==> config.mk <==
export PLATFORM = sky130hd
export DESIGN_NAME = inst_fetch
export DESIGN_NICKNAME = d
export VERILOG_FILES = /design/src/rtl/inst_fetch_pkg.sv /design/src/rtl/inst_fetch_fifo.sv /design/src/rtl/inst_fetch.sv
export SDC_FILE = /design/constraint.sdc
export NUM_CORES = 1
export LEC_CHECK = 0
export BUFFER_PORTS_ARGS = -buffer_cell sky130_fd_sc_hd__buf_2
export CAP_MARGIN = 20
export CORE_AREA = 3 3 237 169
export CTS_BUF_LIST = sky130_fd_sc_hd__clkbuf_4
export CTS_CLUSTER_SIZE = 40
export DETAILED_ROUTE_END_ITERATION = 7
export DIE_AREA = 0 0 240 172
export GPL_TIMING_DRIVEN = 0
export HOLD_SLACK_MARGIN = 0.02
export PLACE_DENSITY = 0.68
export SLEW_MARGIN = 20
export SYNTH_ARGS = -nofsm -noshare
export SYNTH_HDL_FRONTEND = slang
export SYNTH_SLANG_ARGS = --single-unit
==> constraint.sdc <==
create_clock -name clk -period 17.7 [get_ports clk]
set_input_delay 2.655 -clock clk [delete_from_list [all_inputs] [get_ports clk]]
set_output_delay 2.655 -clock clk [all_outputs]
set_load 0.01 [all_outputs]
==> src/rtl/inst_fetch_pkg.sv <==
// Shared definitions for the instruction-fetch stage: FSM states, PC step and alignment helpers.
package inst_fetch_pkg;

  typedef enum logic [1:0] {
    ST_BOOT = 2'd0,
    ST_RUN  = 2'd1,
    ST_ERR  = 2'd2
  } fetch_state_e;

  localparam int unsigned PC_INC     = 4;
  localparam logic [1:0]  ALIGN_MASK = 2'b11;

  function automatic logic is_aligned(input logic [1:0] pc_lsb);
    return (pc_lsb & ALIGN_MASK) == 2'b00;
  endfunction

endpackage

==> src/rtl/inst_fetch_fifo.sv <==
// Instruction buffer: synchronous FIFO with a registered head output.
// Flush wins over push and pop in the same cycle.
module inst_fetch_fifo
  import inst_fetch_pkg::*;
#(
  parameter int unsigned WIDTH = 64,
  parameter int unsigned DEPTH = 4
) (
  input  logic                   clk,
  input  logic                   rst,
  input  logic                   push_i,
  input  logic [WIDTH-1:0]       push_data_i,
  input  logic                   pop_i,
  input  logic                   flush_i,
  output logic [WIDTH-1:0]       head_o,
  output logic [$clog2(DEPTH):0] count_o,
  output logic                   empty_o,
  output logic                   full_o
);

  localparam int unsigned AW = $clog2(DEPTH);
  localparam int unsigned CW = AW + 1;

  logic [WIDTH-1:0] mem_q [DEPTH];
  logic [AW-1:0]    rd_q, rd_d;
  logic [AW-1:0]    wr_q, wr_d;
  logic [CW-1:0]    cnt_q, cnt_d;
  logic [WIDTH-1:0] head_q, head_d;
  logic             do_push, do_pop;

  assign empty_o = (cnt_q == '0);
  assign full_o  = (cnt_q == CW'(DEPTH));
  assign count_o = cnt_q;
  assign head_o  = head_q;

  // Next head is the entry at the new read pointer, bypassing a same-cycle write to that slot.
  always_comb begin
    do_pop  = pop_i && !empty_o;
    do_push = push_i && (!full_o || do_pop);
    rd_d    = rd_q;
    wr_d    = wr_q;
    cnt_d   = cnt_q;
    head_d  = head_q;
    if (flush_i) begin
      rd_d  = '0;
      wr_d  = '0;
      cnt_d = '0;
    end else begin
      if (do_pop)  rd_d = rd_q + AW'(1);
      if (do_push) wr_d = wr_q + AW'(1);
      cnt_d  = cnt_q + CW'(do_push) - CW'(do_pop);
      head_d = (do_push && (wr_q == rd_d)) ? push_data_i : mem_q[rd_d];
    end
  end

  always_ff @(posedge clk or posedge rst) begin
    if (rst) begin
      rd_q   <= '0;
      wr_q   <= '0;
      cnt_q  <= '0;
      head_q <= '0;
      for (int unsigned i = 0; i < DEPTH; i++) mem_q[AW'(i)] <= '0;
    end else begin
      rd_q   <= rd_d;
      wr_q   <= wr_d;
      cnt_q  <= cnt_d;
      head_q <= head_d;
      if (do_push && !flush_i) mem_q[wr_q] <= push_data_i;
    end
  end

endmodule

==> src/rtl/inst_fetch.sv <==
// Instruction-fetch stage: sequential PC generation, credit-limited memory requests,
// buffered in-order delivery to the core, and redirect handling with stale-response drop.
module inst_fetch
  import inst_fetch_pkg::*;
#(
  parameter int unsigned     XLEN       = 32,
  parameter logic [XLEN-1:0] RESET_PC   = XLEN'(32'h8000_0000),
  parameter int unsigned     FIFO_DEPTH = 4
) (
  input  logic            clk,
  input  logic            rst,
  output logic            imem_req_valid,
  input  logic            imem_req_ready,
  output logic [XLEN-1:0] imem_req_addr,
  input  logic            imem_resp_valid,
  input  logic [XLEN-1:0] imem_resp_data,
  input  logic            redirect_valid,
  input  logic [XLEN-1:0] redirect_pc,
  output logic            out_valid,
  input  logic            out_ready,
  output logic [XLEN-1:0] out_inst,
  output logic [XLEN-1:0] out_pc,
  output logic            fetch_err
);

  localparam int unsigned CW = $clog2(FIFO_DEPTH) + 1;
  localparam int unsigned SW = CW + 1;

  fetch_state_e      state_q, state_d;
  logic [XLEN-1:0]   fetch_pc_q, fetch_pc_d;
  logic [XLEN-1:0]   resp_pc_q, resp_pc_d;
  logic [CW-1:0]     outst_q, outst_d;
  logic [CW-1:0]     drop_q, drop_d;

  logic [CW-1:0]     fifo_count;
  logic              fifo_empty, fifo_full;
  logic [2*XLEN-1:0] fifo_head;
  logic              fifo_push, fifo_pop;
  logic              credit_ok, req_fire, resp_keep;

  // Requests are limited so buffered plus in-flight words never exceed the buffer size.
  assign credit_ok      = (SW'(fifo_count) + SW'(outst_q)) < SW'(FIFO_DEPTH);
  assign imem_req_valid = (state_q == ST_RUN) && credit_ok && !redirect_valid;
  assign imem_req_addr  = fetch_pc_q;
  assign req_fire       = imem_req_valid && imem_req_ready;

  assign resp_keep = imem_resp_valid && (drop_q == '0) && !redirect_valid;
  assign fifo_push = resp_keep && (!fifo_full || fifo_pop);
  assign fifo_pop  = out_valid && out_ready;

  assign out_valid = !fifo_empty && (state_q != ST_ERR);
  assign fetch_err = (state_q == ST_ERR);
  assign out_pc    = fifo_head[2*XLEN-1:XLEN];
  assign out_inst  = fifo_head[XLEN-1:0];

  inst_fetch_fifo #(
    .WIDTH (2 * XLEN),
    .DEPTH (FIFO_DEPTH)
  ) u_fifo (
    .clk         (clk),
    .rst         (rst),
    .push_i      (fifo_push),
    .push_data_i ({resp_pc_q, imem_resp_data}),
    .pop_i       (fifo_pop),
    .flush_i     (redirect_valid),
    .head_o      (fifo_head),
    .count_o     (fifo_count),
    .empty_o     (fifo_empty),
    .full_o      (fifo_full)
  );

  // Next-state: a redirect overrides normal PC advance and turns every in-flight response stale.
  always_comb begin
    state_d    = state_q;
    fetch_pc_d = fetch_pc_q;
    resp_pc_d  = resp_pc_q;
    outst_d    = outst_q + CW'(req_fire) - CW'(imem_resp_valid);
    drop_d     = drop_q;

    if (imem_resp_valid && (drop_q != '0)) drop_d = drop_q - CW'(1);
    if (req_fire)  fetch_pc_d = fetch_pc_q + XLEN'(PC_INC);
    if (resp_keep) resp_pc_d  = resp_pc_q + XLEN'(PC_INC);

    case (state_q)
      ST_BOOT: state_d = ST_RUN;
      default: state_d = state_q;
    endcase

    if (redirect_valid) begin
      fetch_pc_d = redirect_pc;
      resp_pc_d  = redirect_pc;
      drop_d     = outst_q - CW'(imem_resp_valid);
      state_d    = is_aligned(redirect_pc[1:0]) ? ST_RUN : ST_ERR;
    end
  end

  always_ff @(posedge clk or posedge rst) begin
    if (rst) begin
      state_q    <= ST_BOOT;
      fetch_pc_q <= RESET_PC;
      resp_pc_q  <= RESET_PC;
      outst_q    <= '0;
      drop_q     <= '0;
    end else begin
      state_q    <= state_d;
      fetch_pc_q <= fetch_pc_d;
      resp_pc_q  <= resp_pc_d;
      outst_q    <= outst_d;
      drop_q     <= drop_d;
    end
  end

endmodule

==> results of run 1 <==
[power by group]
part           total, mW  internal, mW  switching, mW  leakage (nW)
logic              0.878         0.403          0.475          4.41
registers           1.31          1.16          0.153          5.16
clock network      0.738         0.371          0.366         0.690
total               2.93          1.93          0.994          10.3
[worst register-to-register path, stage by stage, from the launching register on]
cell and delay (ns):
dfrtp_1 0.46, ha_1 0.31, nor4b_1 0.34, and4_1 0.24
buf_2 0.28, inv_2 0.13, clkbuf_1 0.40, ha_1 0.44
inv_1 0.04, ha_1 0.19, fa_1 0.39, xnor2_1 0.22
xnor2_1 0.14
[cell type report]
class                      count  area [um^2]  share of cell area (%)
antenna                        3        7.507                 0.03468
buffer                       110        589.3                   2.723
clock buffer                 139         1044                   4.821
clock inverter                20        111.4                  0.5145
inverter                     102        390.4                   1.803
multi-input combinational    964         7938                   36.67
sequential                   399         9987                   46.14
tap                          496        620.6                   2.867
timing repair buffer         173        958.4                   4.428
[Yosys cell counts, types with 9 or more instances]
library cell	n
a22oi_1	14
buf_2	47
buf_6	11
clkbuf_1	46
dfrtp_1	397
ha_1	16
inv_1	99
mux2_1	13
mux2_2	247
mux2i_1	79
nand2_1	113
nand3_1	24
nand4_1	23
nor2_1	25
nor3_1	15
nor4_1	13
o211ai_1	12
o21ai_0	79
o21ai_1	9
o221ai_1	142
xnor2_1	42
[metrics by stage]
stage / TNS, ns / hold slack (ns) / setup slack, ns / total power [mW] / cells
after floorplan: 0 / 0.4439 / 3.952 / 1.880 / 1575
after global placement: -54.15 / 0.4698 / -0.1896 / 2.153 / 2239
after detailed placement: 0 / 0.4710 / 11.56 / 2.197 / 2244
after CTS: 0 / 0.4890 / 11.55 / 2.940 / 2403
after global routing: 0 / 0.5037 / 11.47 / 3.108 / 2406
final: 0 / 0.4896 / 11.53 / 2.926 / 2406
[registers in the layout, summed over array words and instances (netlist names), 3 cells and up]
name            flops
resp_pc_q          32
u_fifo.count_o      3
u_fifo.mem_q      256
drop_q              3
outst_q             3
u_fifo.head_o      64
imem_req_addr      32
[logic make-up after synthesis]
kind of cell / synth area share, %
compound gates: 11.63
xor+xnor: 2.173
fa+ha+maj: 1.272
buf+inv: 5.146
flops: 52.87
mux: 19.68
simple gates: 7.226
[layout by cell type (no fill, tap or decap), types with 5 or more instances in the layout]
master	synthesis	final
o21ai_1	9	9
nor2_1	25	25
ha_1	16	16
and3_1	5	5
mux2_2	247	247
mux2i_1	79	79
nand2_1	113	113
a22oi_1	14	14
nor4_2	6	7
and2_1	8	8
o21ai_0	79	79
clkbuf_1	46	46
mux2_1	13	13
clkinv_1	0	15
buf_6	11	11
o211ai_1	12	12
inv_1	99	98
dfrtp_1	397	397
buf_2	47	215
clkbuf_4	0	139
nand4_1	23	23
a31oi_1	6	6
xnor2_1	42	42
nand3_1	24	24
a21oi_1	8	8
nor4_1	13	12
nor3_1	15	15
and4_1	7	7
o221ai_1	142	142
[worst min-delay path by stage]
stage	to	slack, ns	cells after the start
global placement	u_fifo.head_o[15]	0.47	2
detailed placement	u_fifo.head_o[16]	0.47	2
global route	u_fifo.mem_q[55]	0.50	1
floorplan	state_q[0]	0.44	2
CTS	u_fifo.head_o[41]	0.49	2
finish	u_fifo.head_o[16]	0.49	2
[per-layer routing]
metal  vias up  GRT usage, %  wire length, um  part of all wire (%)
met5         -             0                0                     0
met4         0         7.781             1283                   2.4
met3        94         6.457             3911                   7.3
met2       562         40.61            24220                    45
met1      7227         37.14            24370                    45
li1       6385             -                -                     -
==> flow_summary.yaml, run 1 <==
worst_setup_path:
  rr_startpoint: "u_fifo.count_o[2]"
  setup.worst_path.end: "imem_req_valid"
  reg2reg_slack_ns: 14.04
  critPathMaxStageDelay_ns: 0.35
  critPathLaunchType: "primary input"
  cp_max_fo: 3
  critPathCaptureType: "output pin"
  crit_cells: 4
  crit_chain: "buf_2 > nor4b_1 > and3_1 > buf_2"
  path_class: "primary input to output pin"
  startpoint: "redirect_valid"
  crit_required_ns: 15.05
  crit_top_cell: "buf_2"
  cpLargestDelayFamily: "simple AND/OR/NAND/NOR gates"
  worstPathBufferInverterCount: 2
  cpMaxStageDelayCell: "nor4b_1"
  reg2reg_to: "outst_q[2]"
  reg2reg_depth: 12
  critical_path_arrival_ns: 3.51
clock_network:
  cts_setup_buffers: 0
  numCtsBuffers: 97
  cts_resized: 0
  clkSlewWorstSetupHoldPaths_ns: 0.06
  cts.sinks: 399
  cts_buffer_depth: 3
  cts-htree-levels: 3
  cts_tree: "yes"
  clockRootBuffer: "clkbuf_4"
  cts_hold_buf: 0
  worstSkewPairLatency_ns: 0.81
sta:
  worst_pin_slew_ns: 1.079
  skew_ns: 0.04544
  maxSlewHeadroom_pct: 27.72
  setup_violations: 0
  hold_viol: 0
  min_period_ns: 6.166
  fin_crit_sh_pct: 34.83
  fmax_mhz: 162.2
  rsz0062_at_grt: "false"
  final_max_slew_viol_count: 0
route:
  drt-total-wl_mm: 53.78
  drtPass1Iterations: 5
  drt_iter0_drc: 1053
  wl_per_cell_um: 22.35
  vias: 14268
  viasPerCell: 5.930
  ant_nets: 0
  drc: 0
synthesis:
  async_flop_share_pct: 100.0
  ys.flop_type: "dfrtp_1"
  ys_warn_count: 0
  synth_area_leaders: "dfrtp_1, mux2_2, o221ai_1"
  synth-seq-cells: 399
  ys_types: 72
  yosysSeqAreaShare_pct: 52.87
  synthCells: 1575
  synth_nets: 1663
  synth_top_area_cell: "dfrtp_1"
  synth_area_um2: 18890
  synth_edf_count: 0
  synth_top_area_share_pct: 52.59
  syn_area_per_cell_um2: 11.99
pwr:
  p_per_area_nw_per_um2: 135.2
  ir_drop_mv: 0.04667
  leakagePower_nw: 10.26
cells_and_area:
  nets: 1935
  final_util_pct: 56.76
  fillers: 3285
  syn_to_final_growth_pct: 14.58
  post_route_cells_drive_above_1_share_pct: 34.45
  stdcell_area_um2: 21650
placed_design:
  routabilityCongestion: 0.8617
  dpl.hpwl_mm: 36.90
  portBuffers: 168
  dpl_cell_area_um2: 20480
grt:
  grt-ovfl-total: 0
  grtUsageTotal_pct: 26.31
  grt_pass1_wl_mm: 83.57
  antenna_found_initial: 2
  grt_pass1_vias: 14727
  grt_max_degree: 106
floorplan:
  dieArea_um2: 41280
  start_util_pct: 49.53
  row_count: 60
  core_area_um2: 38140
  fp.dieH_um: 172
  io_pins: 169
  die_x_um: 240
min_path:
  min_path_type: "register to register"
  holdCritStartpoint: "u_fifo.head_o[16]"
flow_run:
  maxCapViolCount: 0
outcome:
  status: "finished clean"
(Power assumes the default switching activity.)
==> run 2: changes to the inputs <==
Clock period 17.7 ns to 6 ns, I/O delays scaled along.
==> flow_summary.yaml, run 2 (synthesized netlist as in run 1, its figures left out) <==
outcome:
  status: "finished clean"
clock_network:
  numCtsBuffers: 99
  cts.sinks: 399
  cts-htree-levels: 3
  cts_tree: "yes"
  worstSkewPairLatency_ns: 0.84
  cts_hold_buf: 0
  cts_resized: 0
  cts_setup_buffers: 0
  clkSlewWorstSetupHoldPaths_ns: 0.08
  clockRootBuffer: "clkbuf_4"
  cts_buffer_depth: 3
worst_setup_path:
  critical_path_arrival_ns: 4.35
  path_class: "register to register"
  critPathCaptureType: "register"
  crit_top_cell: "ha_1"
  cpMaxStageDelayCell: "dfrtp_1"
  crit_chain: "ha_1 > nor4b_1 > and4_1 > buf_2 > inv_2 > clkbuf_1 > ha_1 > inv_1 > ha_1 > fa_1 > xnor2_1 > xnor2_1"
  reg2reg_depth: 12
  crit_required_ns: 6.74
  critPathMaxStageDelay_ns: 0.46
  critPathLaunchType: "register"
  cp_max_fo: 10
pwr:
  p_per_area_nw_per_um2: 401.0
  ir_drop_mv: 0.1484
  total_power_mw: 8.777
  leakagePower_nw: 10.38
min_path:
  min_path_type: "primary input to asynchronous set/reset pin"
cells_and_area:
  registers.top_by_ff_count: "u_fifo.mem_q"
  final_common_cell: "dfrtp_1"
  syn_to_final_growth_pct: 15.87
  final_util_pct: 57.39
  post_route_cells_drive_above_1_share_pct: 34.82
  mostFrequentLayoutCells: "dfrtp_1, mux2_2, buf_2, o221ai_1, clkbuf_4"
  largest_reg_flops: 256
  nets: 1946
  final_cells: 2424
sta:
  rsz0062_at_grt: "false"
  setup_tns_ns: 0
  fin_crit_sh_pct: 60.20
  worst_pin_slew_ns: 0.9690
  setup_violations: 0
  timing.hold.ws_ns: 0.1421
  hold_viol: 0
  maxSlewHeadroom_pct: 35.10
  fmax_mhz: 276.8
  skew_ns: 0.06826
  min_period_ns: 3.612
  final_max_slew_viol_count: 0
grt:
  grt_pass1_vias: 14658
  grt_max_degree: 35
  antenna_found_initial: 1
  grtUsageTotal_pct: 26.60
  grt_pass1_wl_mm: 84.61
  grt-ovfl-total: 0
route:
  drtPass1Iterations: 5
  drt_iter0_drc: 1372
  viasPerCell: 5.957
  vias: 14439
  drt-total-wl_mm: 54.41
  ant_nets: 0
  drc: 0
  wl_per_cell_um: 22.45
floorplan:
  dieArea_um2: 41280
  die_x_um: 240
  fp.dieH_um: 172
  row_count: 60
  start_util_pct: 49.53
  core_area_um2: 38140
  io_pins: 169
placed_design:
  portBuffers: 168
  place_inst: 2253
  dpl.hpwl_mm: 37.54
  routabilityCongestion: 0.8492
flow_run:
  maxCapViolCount: 0
run 2: changes by cell type in the layout (fill, tap and decap cells not counted):
| cell | change |
|---|---|
| clkbuf_4 | +2 |
| inv_6 | +4 |
| bufinv_16 | +1 |
| buf_12 | +12 |
| buf_16 | -3 |
| clkinv_4 | -1 |
| clkinv_1 | +6 |
| diode_2 | -2 |
| inv_2 | -1 |
run 2: worst max-delay path, delay by kind of cell, from the launching register on:
family / cells / cell delay [ns]
XOR/XNOR: 2 / 0.34
AND/OR/NAND/NOR: 2 / 0.58
buffers and inverters: 4 / 0.85
flip-flops: 1 / 0.46
adder cells (fa/ha/maj): 4 / 1.30
run 2: final timing paths:
check,slack [ns],from,to
max,2.39,u_fifo.count_o[2],outst_q[2]
min reg2reg,0.49,u_fifo.head_o[13],u_fifo.head_o[13]
max in group asynchronous,4.49,rst,resp_pc_q[31]
min,0.14,rst,u_fifo.mem_q[101]
max reg2reg,2.39,u_fifo.count_o[2],outst_q[2]
min in group clk,0.35,imem_resp_data[8],u_fifo.mem_q[8]
run 2: routing by layer:
| layer | GRT usage, % | routed length, um | share of wire, % |
|---|---|---|---|
| met1 | 37.83 | 24910 | 46 |
| met2 | 40.72 | 24230 | 45 |
| met3 | 6.473 | 4153 | 7.6 |
| met4 | 7.911 | 1115 | 2.0 |
| met5 | 0 | 0 | 0 |
run 2: through the flow:
step / area, um^2 / worst slack, ns
2_1_floorplan: 18890 / -0.2701
3_3_place_gp: 20360 / -2.494
3_5_place_dp: 20640 / 2.165
4_1_cts: 21890 / 2.432
5_1_grt: 21890 / 2.252
6_report: 21890 / 2.388
run 2: power breakdown:
group / leakage (nW) / internal, mW / switching, mW
logic: 4.48 / 1.20 / 1.39
registers: 5.16 / 3.41 / 0.455
clock network: 0.738 / 1.17 / 1.14
run 2: layout make-up:
type | instances | area, um^2
fill | 3270 | 16250
sequential | 399 | 9987
multi-input combinational | 964 | 7938
timing repair buffer | 182 | 1116
clock buffer | 141 | 1059
tap | 496 | 620.6
buffer | 110 | 589.3
inverter | 102 | 386.6
clock inverter | 29 | 190.2
antenna | 1 | 2.502
